### src/rtl/tanh_arbiter.sv
// Round-robin arbiter sharing one combinational single-precision tanh among N_REQ requesters.
// Define TANH_ARB_STATS_EN to add the busy_cycles / ops_done statistics ports.

module HyperbolicTangent (
    input  logic [31:0] num,
    output logic [31:0] result
);
    // Piecewise-linear |x| in [2^-6, 4) with 1/8 steps; abs error below 2e-3.
    function automatic logic [23:0] node(input logic [5:0] k);
        case (k)
            6'd0:  node = 24'd0;        6'd1:  node = 24'd2086296;
            6'd2:  node = 24'd4109059;  6'd3:  node = 24'd6012233;
            6'd4:  node = 24'd7753040;  6'd5:  node = 24'd9304644;
            6'd6:  node = 24'd10656032; 6'd7:  node = 24'd11809566;
            6'd8:  node = 24'd12777430; 6'd9:  node = 24'd13577818;
            6'd10: node = 24'd14231843; 6'd11: node = 24'd14761048;
            6'd12: node = 24'd15185868; 6'd13: node = 24'd15524730;
            6'd14: node = 24'd15793668; 6'd15: node = 24'd16006236;
            6'd16: node = 24'd16173699; 6'd17: node = 24'd16305322;
            6'd18: node = 24'd16408555; 6'd19: node = 24'd16489404;
            6'd20: node = 24'd16552641; 6'd21: node = 24'd16602058;
            6'd22: node = 24'd16640646; 6'd23: node = 24'd16670758;
            6'd24: node = 24'd16694249; 6'd25: node = 24'd16712566;
            6'd26: node = 24'd16726845; 6'd27: node = 24'd16737974;
            6'd28: node = 24'd16746646; 6'd29: node = 24'd16753403;
            6'd30: node = 24'd16758668; 6'd31: node = 24'd16762769;
            6'd32: node = 24'd16765964;
            default: node = 24'd0;
        endcase
    endfunction

    logic        sign;
    logic [7:0]  expo;
    logic [22:0] frac;
    logic [25:0] fx;
    logic [23:0] y0, y1, y;
    logic [44:0] prod;
    logic [4:0]  msb;
    logic [22:0] mant;

    assign sign = num[31];
    assign expo = num[30:23];
    assign frac = num[22:0];

    always_comb begin
        // Q2.24 magnitude; only meaningful for exponents 121..128.
        fx   = {1'b1, frac, 2'b00} >> 3'(8'd128 - expo);
        y0   = node({1'b0, fx[25:21]});
        y1   = node({1'b0, fx[25:21]} + 6'd1);
        prod = 45'(y1 - y0) * 45'(fx[20:0]);
        y    = y0 + 24'(prod >> 21);
        msb  = '0;
        for (int unsigned i = 0; i < 24; i++) begin
            if (y[i]) msb = 5'(i);
        end
        mant = 23'(y << (5'd23 - msb));

        if (expo == 8'hFF && frac != '0)
            result = num | 32'h0040_0000;
        else if (expo >= 8'd129)
            result = {sign, 8'd127, 23'd0};
        else if (expo < 8'd121)
            result = num;
        else
            result = {sign, 8'(8'd103 + 8'(msb)), mant};
    end
endmodule

module tanh_arbiter #(
    parameter int N_REQ   = 4,
    parameter int LATENCY = 2,
    parameter int ID_W    = $clog2(N_REQ)
) (
    input  logic                clk,
    input  logic                rst,
    input  logic [N_REQ-1:0]    req_valid,
    output logic [N_REQ-1:0]    req_ready,
    input  logic [32*N_REQ-1:0] req_data,
    output logic                resp_valid,
    input  logic                resp_ready,
    output logic [31:0]         resp_data,
    output logic [ID_W-1:0]     resp_id
`ifdef TANH_ARB_STATS_EN
    ,
    output logic [31:0]         busy_cycles,
    output logic [31:0]         ops_done
`endif
);
    localparam logic [1:0] IDLE = 2'd0;
    localparam logic [1:0] BUSY = 2'd1;
    localparam logic [1:0] DONE = 2'd2;
    localparam int CNT_W = (LATENCY > 1) ? $clog2(LATENCY) : 1;

    logic [1:0]       state;
    logic [ID_W-1:0]  rr_ptr, grant, id_reg;
    logic [ID_W:0]    cand;
    logic             found;
    logic [31:0]      operand, tanh_result;
    logic [CNT_W-1:0] count;

    always_comb begin
        found = 1'b0;
        grant = '0;
        cand  = '0;
        for (int unsigned k = 0; k < N_REQ; k++) begin
            cand = {1'b0, rr_ptr} + (ID_W+1)'(k);
            if (cand >= (ID_W+1)'(N_REQ)) cand = cand - (ID_W+1)'(N_REQ);
            if (!found && req_valid[cand[ID_W-1:0]]) begin
                found = 1'b1;
                grant = cand[ID_W-1:0];
            end
        end
    end

    always_comb begin
        req_ready = '0;
        if (state == IDLE && found) req_ready[grant] = 1'b1;
    end

    HyperbolicTangent u_tanh (
        .num    (operand),
        .result (tanh_result)
    );

    always_ff @(posedge clk or posedge rst) begin
        if (rst) begin
            state      <= IDLE;
            rr_ptr     <= '0;
            id_reg     <= '0;
            operand    <= '0;
            count      <= '0;
            resp_valid <= 1'b0;
            resp_data  <= '0;
            resp_id    <= '0;
        end else begin
            case (state)
                IDLE: if (found) begin
                    operand <= req_data[32*grant +: 32];
                    id_reg  <= grant;
                    rr_ptr  <= (grant == ID_W'(N_REQ-1)) ? '0 : grant + ID_W'(1);
                    count   <= CNT_W'(LATENCY-1);
                    state   <= BUSY;
                end
                BUSY: if (count == '0) begin
                    resp_data  <= tanh_result;
                    resp_id    <= id_reg;
                    resp_valid <= 1'b1;
                    state      <= DONE;
                end else begin
                    count <= count - CNT_W'(1);
                end
                DONE: if (resp_ready) begin
                    resp_valid <= 1'b0;
                    state      <= IDLE;
                end
                default: state <= IDLE;
            endcase
        end
    end

`ifdef TANH_ARB_STATS_EN
    always_ff @(posedge clk or posedge rst) begin
        if (rst) begin
            busy_cycles <= '0;
            ops_done    <= '0;
        end else begin
            if (state == BUSY || state == DONE) busy_cycles <= busy_cycles + 32'd1;
            if (resp_valid && resp_ready) ops_done <= ops_done + 32'd1;
        end
    end
`endif
endmodule

### config.mk
export PLATFORM = sky130hd
export DESIGN_NAME = tanh_arbiter
export DESIGN_NICKNAME = d
export VERILOG_FILES = /design/src/rtl/tanh_arbiter.sv
export SDC_FILE = /design/constraint.sdc
export NUM_CORES = 2
export LEC_CHECK = 0
export ABC_AREA = 1
export CAP_MARGIN = 0
export CORE_AREA = 2 2 214 216
export DETAILED_ROUTE_END_ITERATION = 12
export DIE_AREA = 0 0 216 218
export PLACE_DENSITY = 0.88
export SLEW_MARGIN = 15
export SYNTH_ARGS = -nofsm -noshare
export SYNTH_HDL_FRONTEND = slang
export SYNTH_SLANG_ARGS = --single-unit
export TNS_END_PERCENT = 100
### constraint.sdc
create_clock -name clk -period 23.7 [get_ports clk]
set_clock_uncertainty 0.15 [all_clocks]
set_input_delay 7.11 -clock clk [delete_from_list [all_inputs] [get_ports clk]]
set_output_delay 7.11 -clock clk [all_outputs]
set_load 0.005 [all_outputs]
; ---- Word level (Yosys, flattened, before mapping)
; Memories as Yosys holds them, arrays and structs flattened.
; Cells that the tools add are included.
[classes]
addsub = 15
n_mul = 1
n_lt_le_gt_ge = 12
eq_ne = 7
n_shift = 3
muxes = 60
bitwise_logic = 1
n_reduce_logical = 18
[ops]
columns = op, n
row1 = $shiftx 128x8->32, 1
row2 = $mux 5, 22
row3 = $mux 31, 3
row4 = $mul 45x21->45, 1
row5 = $shr 26x3->26, 1
row6 = $sub 24x24->25, 1
row7 = $add 24x24->24, 1
row8 = $mux 2, 12
row9 = $shl 24x5->23, 1
row10 = $reduce_bool 23->1, 1
row11 = $lt 2x3->1 const B, 5
row12 = $mux 1, 14
row13 = $ge 3x3->1 const B, 3
row14 = $add 7x5->8 const A, 1
row15 = $bmux 1 s2, 4
row16 = $eq 8x8->1 const B, 1
row17 = $ge 8x8->1 const B, 1
row18 = $lt 8x7->1 const B, 1
row19 = $sub 2x1->2 const B, 4
row20 = $add 2x2->3 const B, 2
row21 = $add 5x1->6 const B, 1
row22 = $logic_and 1x1->1, 6
row23 = $ne 2x2->1 const B, 3
row24 = $pmux 2 s3, 1
row25 = other kinds (18), 26
[totals]
reg_bits = 74
romBits = 2304
inputBits = 135
out_inout_bits = 39
wordCells = 127
n_memories = 2
[mem_list]
columns = memory, depth, width, read_ports, rd_clocked_by_memory_dff, write_ports, line_no
row1 = (name not given), 64, 24, 1, 0, 0, 10  ; case (k)
row2 = (name not given), 32, 24, 1, 0, 0, 10

; ---- Depth between registers and ports, before layout
; An unclocked memory read counts as a cell.
[logic_depth]
word_depth = 35
mapped_depth = 98
mapped_depth_nobuf = 94

; ---- Modules after synthesis
; From an unflattened synthesis, not the netlist that was laid out.
[unflattened]
hier_cells = 4087
hier_area_um2 = 29977.5
[by_module_without_submodules]
columns = module, instances, cells_per_inst, area_each_um2
row1 = HyperbolicTangent, 1, 3485, 25236.7
row2 = tanh_arbiter, 1, 602, 4740.8

; ---- Least setup slack after synthesis
; Ideal clock, no wire load.
[synth_timing]
path_kind = input to output
from = in req_valid[0]
to = out req_ready[3]
arrival_time_ns = 9.200
setup_slack_ns = 7.240
cell_stages = 17
path_buffers = 2
path_cell_list = or2_2 -> o21ai_0 -> inv_1 -> a21oi_1 -> inv_1 -> nor2_1 -> nand2_1 -> nor2_1 -> inv_1 -> o211ai_1 -> nand2_1 -> inv_1 -> clkbuf_1 -> clkbuf_1 -> ha_1 -> inv_1 -> nor2_1
[synth_between]
elab_chain_len = 17
word_cells_on_any_way = 29
classes_between = 2 x order compare / 19 x mux / 8 x reduce/logical
[synth_lines]
columns = element, line_no
row1 = start: declaration, 76  ; input logic [N_REQ-1:0] req_valid,
row2 = $bmux 1 s2, 108  ; if (!found && req_valid[cand[ID_W-1:0]]) begin
row3 = $mux 1 (implied by the code), 108
row4 = $mux 1, 108
row5 = $logic_not 1->1, 108
row6 = $logic_and 1x1->1, 108
row7 = $mux 1, 108
row8 = $logic_not 1->1, 108
row9 = $logic_and 1x1->1, 108
row10 = [2 not listed], --
row11 = $logic_and 1x1->1, 108
row12 = $mux 2 (*), 108
row13 = named net grant[0], 95  ; logic [ID_W-1:0] rr_ptr, grant, id_reg;
row14 = $lt 2x3->1 (implied by the code) / $ge 2x1->1 (equally long branches), 117  ; if (state == IDLE && found) req_ready[grant] = 1'b1;
row15 = $logic_and 1x1->1 (implied by the code), 117
row16 = $mux 1 (implied by the code), 117
row17 = $demux 1 s2 (*), 117
row18 = $mux 4 (*), 117
row19 = end: declaration, 77  ; output logic [N_REQ-1:0] req_ready,
; Mark *: on every way through the listed nets, which the timed path passes. The rest lies on a longest branch. The select of a mux whose other input is x is not followed.

; ---- Worst setup path after layout
[layout_timing]
from = reg operand[24]
to = reg resp_data[10]
[layout_between]
elab_chain_len = 35
word_cells_on_any_way = 40
classes_between = 5 x add/sub / 1 x mul / 2 x order compare / 1 x eq/ne / 2 x shift / 26 x mux / 1 x reduce/logical / 2 x memory
[layout_lines]
columns = element, line_no
row1 = start: declaration, 98  ; logic [31:0] operand, tanh_result;
row2 = start signal: assignment, 138  ; operand <= req_data[32*grant +: 32];
row3 = $sub 1x3->3, 47  ; fx = {1'b1, frac, 2'b00} >> 3'(8'd128 - expo);
row4 = $shr 26x3->26, 47
row5 = $add 5x1->6, 49  ; y1 = node({1'b0, fx[25:21]} + 6'd1);
row6 = $mem_v2 64x24, --
row7 = $sub 24x24->25, 50  ; prod = 45'(y1 - y0) * 45'(fx[20:0]);
row8 = $mul 45x21->45, 50
row9 = $add 24x24->24, 51  ; y = y0 + 24'(prod >> 21);
row10 = $mux 1, 54  ; if (y[i]) msb = 5'(i);
row11 = $mux 5 (22 in series), 54
row12 = $sub 5x5->5, 56  ; mant = 23'(y << (5'd23 - msb));
row13 = $shl 24x5->23, 56
row14 = $mux 31, 62  ; else if (expo < 8'd121)
row15 = $mux 31, 60  ; else if (expo >= 8'd129)
row16 = $mux 31 (*), 58  ; if (expo == 8'hFF && frac != '0)
row17 = end signal: assignment, 145  ; resp_data <= tanh_result;
row18 = end: declaration, 81  ; output logic [31:0] resp_data,
; Mark *: on every way between the ends. The rest lies on a longest branch, timed or not.
; A chain may end at the register's enable or synchronous reset.

==> results.toml <==
[yosys]
ys_ff_latch = 74
synth_edf_count = 0
ys_warn_count = 0
synth_area_leaders = "fa_1 (37%), nand2_1 (11%), inv_1 (11%)"
synth.distinct_cells = 60
synth_nets = 4827
synthFlopType = "dfrtp_1"
avgSynthCellArea_um2 = 7.19
synthArstFlopShare_pct = 100
syn_inst = 3992
yosysTopAreaCell = "fa_1"
synth_top_cell_area_share_pct = 36.8
synthesis.area_um2 = 28700
synth-seq-area-share_pct = 6.45

[clocking]
post_cts_buffers = 0
h-tree-depth = 3
clock_latency_ns = 0.34
clock-sinks = 74
cts_tree = "built"
cts_hold_buf = 0
ctsResizeCount = 0
cts_root_buffer = "clkbuf_16"
cts_buffer_depth = 2
path_clk_slew_ns = 0.06
cts_inserted_buffers = 9

[worst_setup_path]
cpPeakStageDelay_ns = 0.74
crit_type = "register to register"
start_kind = "register"
crit_arrival_ns = 19.20
cp_slowest_cell = "ha_1"
path_common_cell = "nand2_1"
cp_max_fo = 35
cp_data_required_time_ns = 23.79
cp-end-kind = "register"

[routing]
dr.first_iter.drc_count = 3419
routed_wl_mm = 95.2
wl_per_cell_um = 20.4
viasPerCell = 6.03
drcViolationCount = 0
num_vias = 28120
antenna_left = 0
dr.pass1.iters = 9

[finish]
final_cell_mix = "nand2_1 (837), inv_1 (806), fa_1 (528)"
drive_above_1_share_pct = 3.05
fin_nets = 4893
top_regs = "operand: 32 flops, resp_data: 32 flops"
area_delta_synth_final_pct = 8.63
layout_commonest_cell = "nand2_1"

[timing]
post-route-period-util_pct = 80.6
final_hold_viol_count = 0
setup_viol = 0
worstMarginPinSlew_ns = 1.14
maxSlewHeadroom_pct = 22.9
period_needed_ns = 19.11
fmax_mhz = 52.3
slew_viol_final = 0
rsz0062_at_grt = "no"
setup_tns_ns = 0

[die]
core_area_um2 = 44900
fp.dieW_um = 216
rows = 78
pin_count = 174
initial_core_util_pct = 64.0
die_y_um = 218
dieArea_um2 = 47100

[run]
maxCapViolations = 0

[grt]
grt_remaining_overflow = 0
grt_usage_pct = 41.3
grt_antenna_before_repair = 1
grt_pass1_vias = 28307
grt_max_degree = 75
grt_pass1_wl_mm = 152

[placement]
hpwl_mm = 77.3
io_buffers = 173
place.gp.congestion = 1.02

[min_path]
hold_class = "register to register"

[status]
status = "finished clean"
cell families (layout without fill, tap and decap cells):
kind of cell | count (synthesis) | count (layout) | share of synthesized area, %
xor gates and xnor gates | 55 | 55 | 1.68
buffers and inverters | 987 | 1058 | 13.2
AOI/OAI and AO/OA | 574 | 574 | 11.5
adders and majority gates | 700 | 700 | 44.3
DFF | 74 | 74 | 6.45
other | 0 | 1 | 0
and+or+nand+nor | 1593 | 1593 | 22.6
muxes | 9 | 9 | 0.314
path summary, 6_finish.rpt:
| kind | start | end | slack, ns | cells past startpoint |
|---|---|---|---|---|
| max | operand[24] | resp_data[10] | 4.59 | 83 |
| min | resp_data[20] | resp_data[20] | 0.34 | 2 |
| max reg2reg | operand[24] | resp_data[10] | 4.59 | 83 |
| min reg2reg | resp_data[20] | resp_data[20] | 0.34 | 2 |
| max in group asynchronous | rst | resp_data[18] | 15.54 | 3 |
| min in group asynchronous | rst | id_reg[1] | 7.22 | 3 |
worst max-delay path, delay by kind of cell, from the launching register on:
family,cells,cell delay (ns)
compound gates,18,3.52
flops,1,0.35
xor+xnor,2,0.50
fa+ha+maj,14,6.05
simple gates,28,4.00
buf+inv,21,4.35
area by class of cell:
type | count | area [um^2]
multi-input cells | 2931 | 23100
fillers | 3669 | 13700
inverters | 831 | 3120
repair buffers | 211 | 2020
flip-flops and latches | 74 | 1850
well taps | 600 | 751
clock buffers | 11 | 253
clock inverters | 5 | 85.1
diodes | 1 | 2.50
cell usage after synthesis (5+ instances only):
cell / number
nand3_2: 7
a221oi_1: 5
a2bb2oi_1: 5
a211oi_1: 15
nand4_1: 19
nand2_2: 13
nor4_1: 5
nor3_1: 22
o21a_1: 7
nand2_1: 837
xnor2_1: 15
clkinv_1: 16
inv_2: 8
xor2_1: 40
o21ai_0: 231
o21ai_1: 48
o21bai_1: 7
buf_6: 6
clkbuf_1: 129
a31oi_1: 16
nand3_1: 163
dfrtp_1: 74
mux2i_1: 9
inv_1: 807
o221ai_1: 20
o21ai_2: 7
a21o_1: 7
a21oi_1: 136
nor2_1: 482
buf_2: 14
and2_1: 9
o211ai_1: 22
o22ai_1: 20
fa_1: 528
ha_1: 172
or2_2: 23
per-stage QoR:
step / area (um^2) / utilization [%] / hold WS (ns) / instances / setup WS, ns
floorplan: 28700 / - / 0.322 / 3992 / 7.24
global placement: 30900 / 68.7 / 0.312 / 4647 / 5.28
detailed placement: 30900 / 68.7 / 0.318 / 4647 / 5.17
CTS: 31200 / 69.5 / 0.340 / 4663 / 5.05
global route: 31200 / 69.5 / 0.363 / 4663 / 3.30
finish: 31200 / 69.5 / 0.339 / 4664 / 4.59
routing by layer:
metal / share of wire (%) / up-vias / global-route usage [%]
met5: 0.012 / - / 0
met4: 6.6 / 2 / 21.8
met3: 13 / 509 / 11.9
met2: 44 / 1962 / 64.5
met1: 36 / 13321 / 52.3
li1: - / 12326 / -
Power is left out: the tool's default activity adds up to more than one toggle a clock period on the data nets, which glitch-free logic cannot reach.
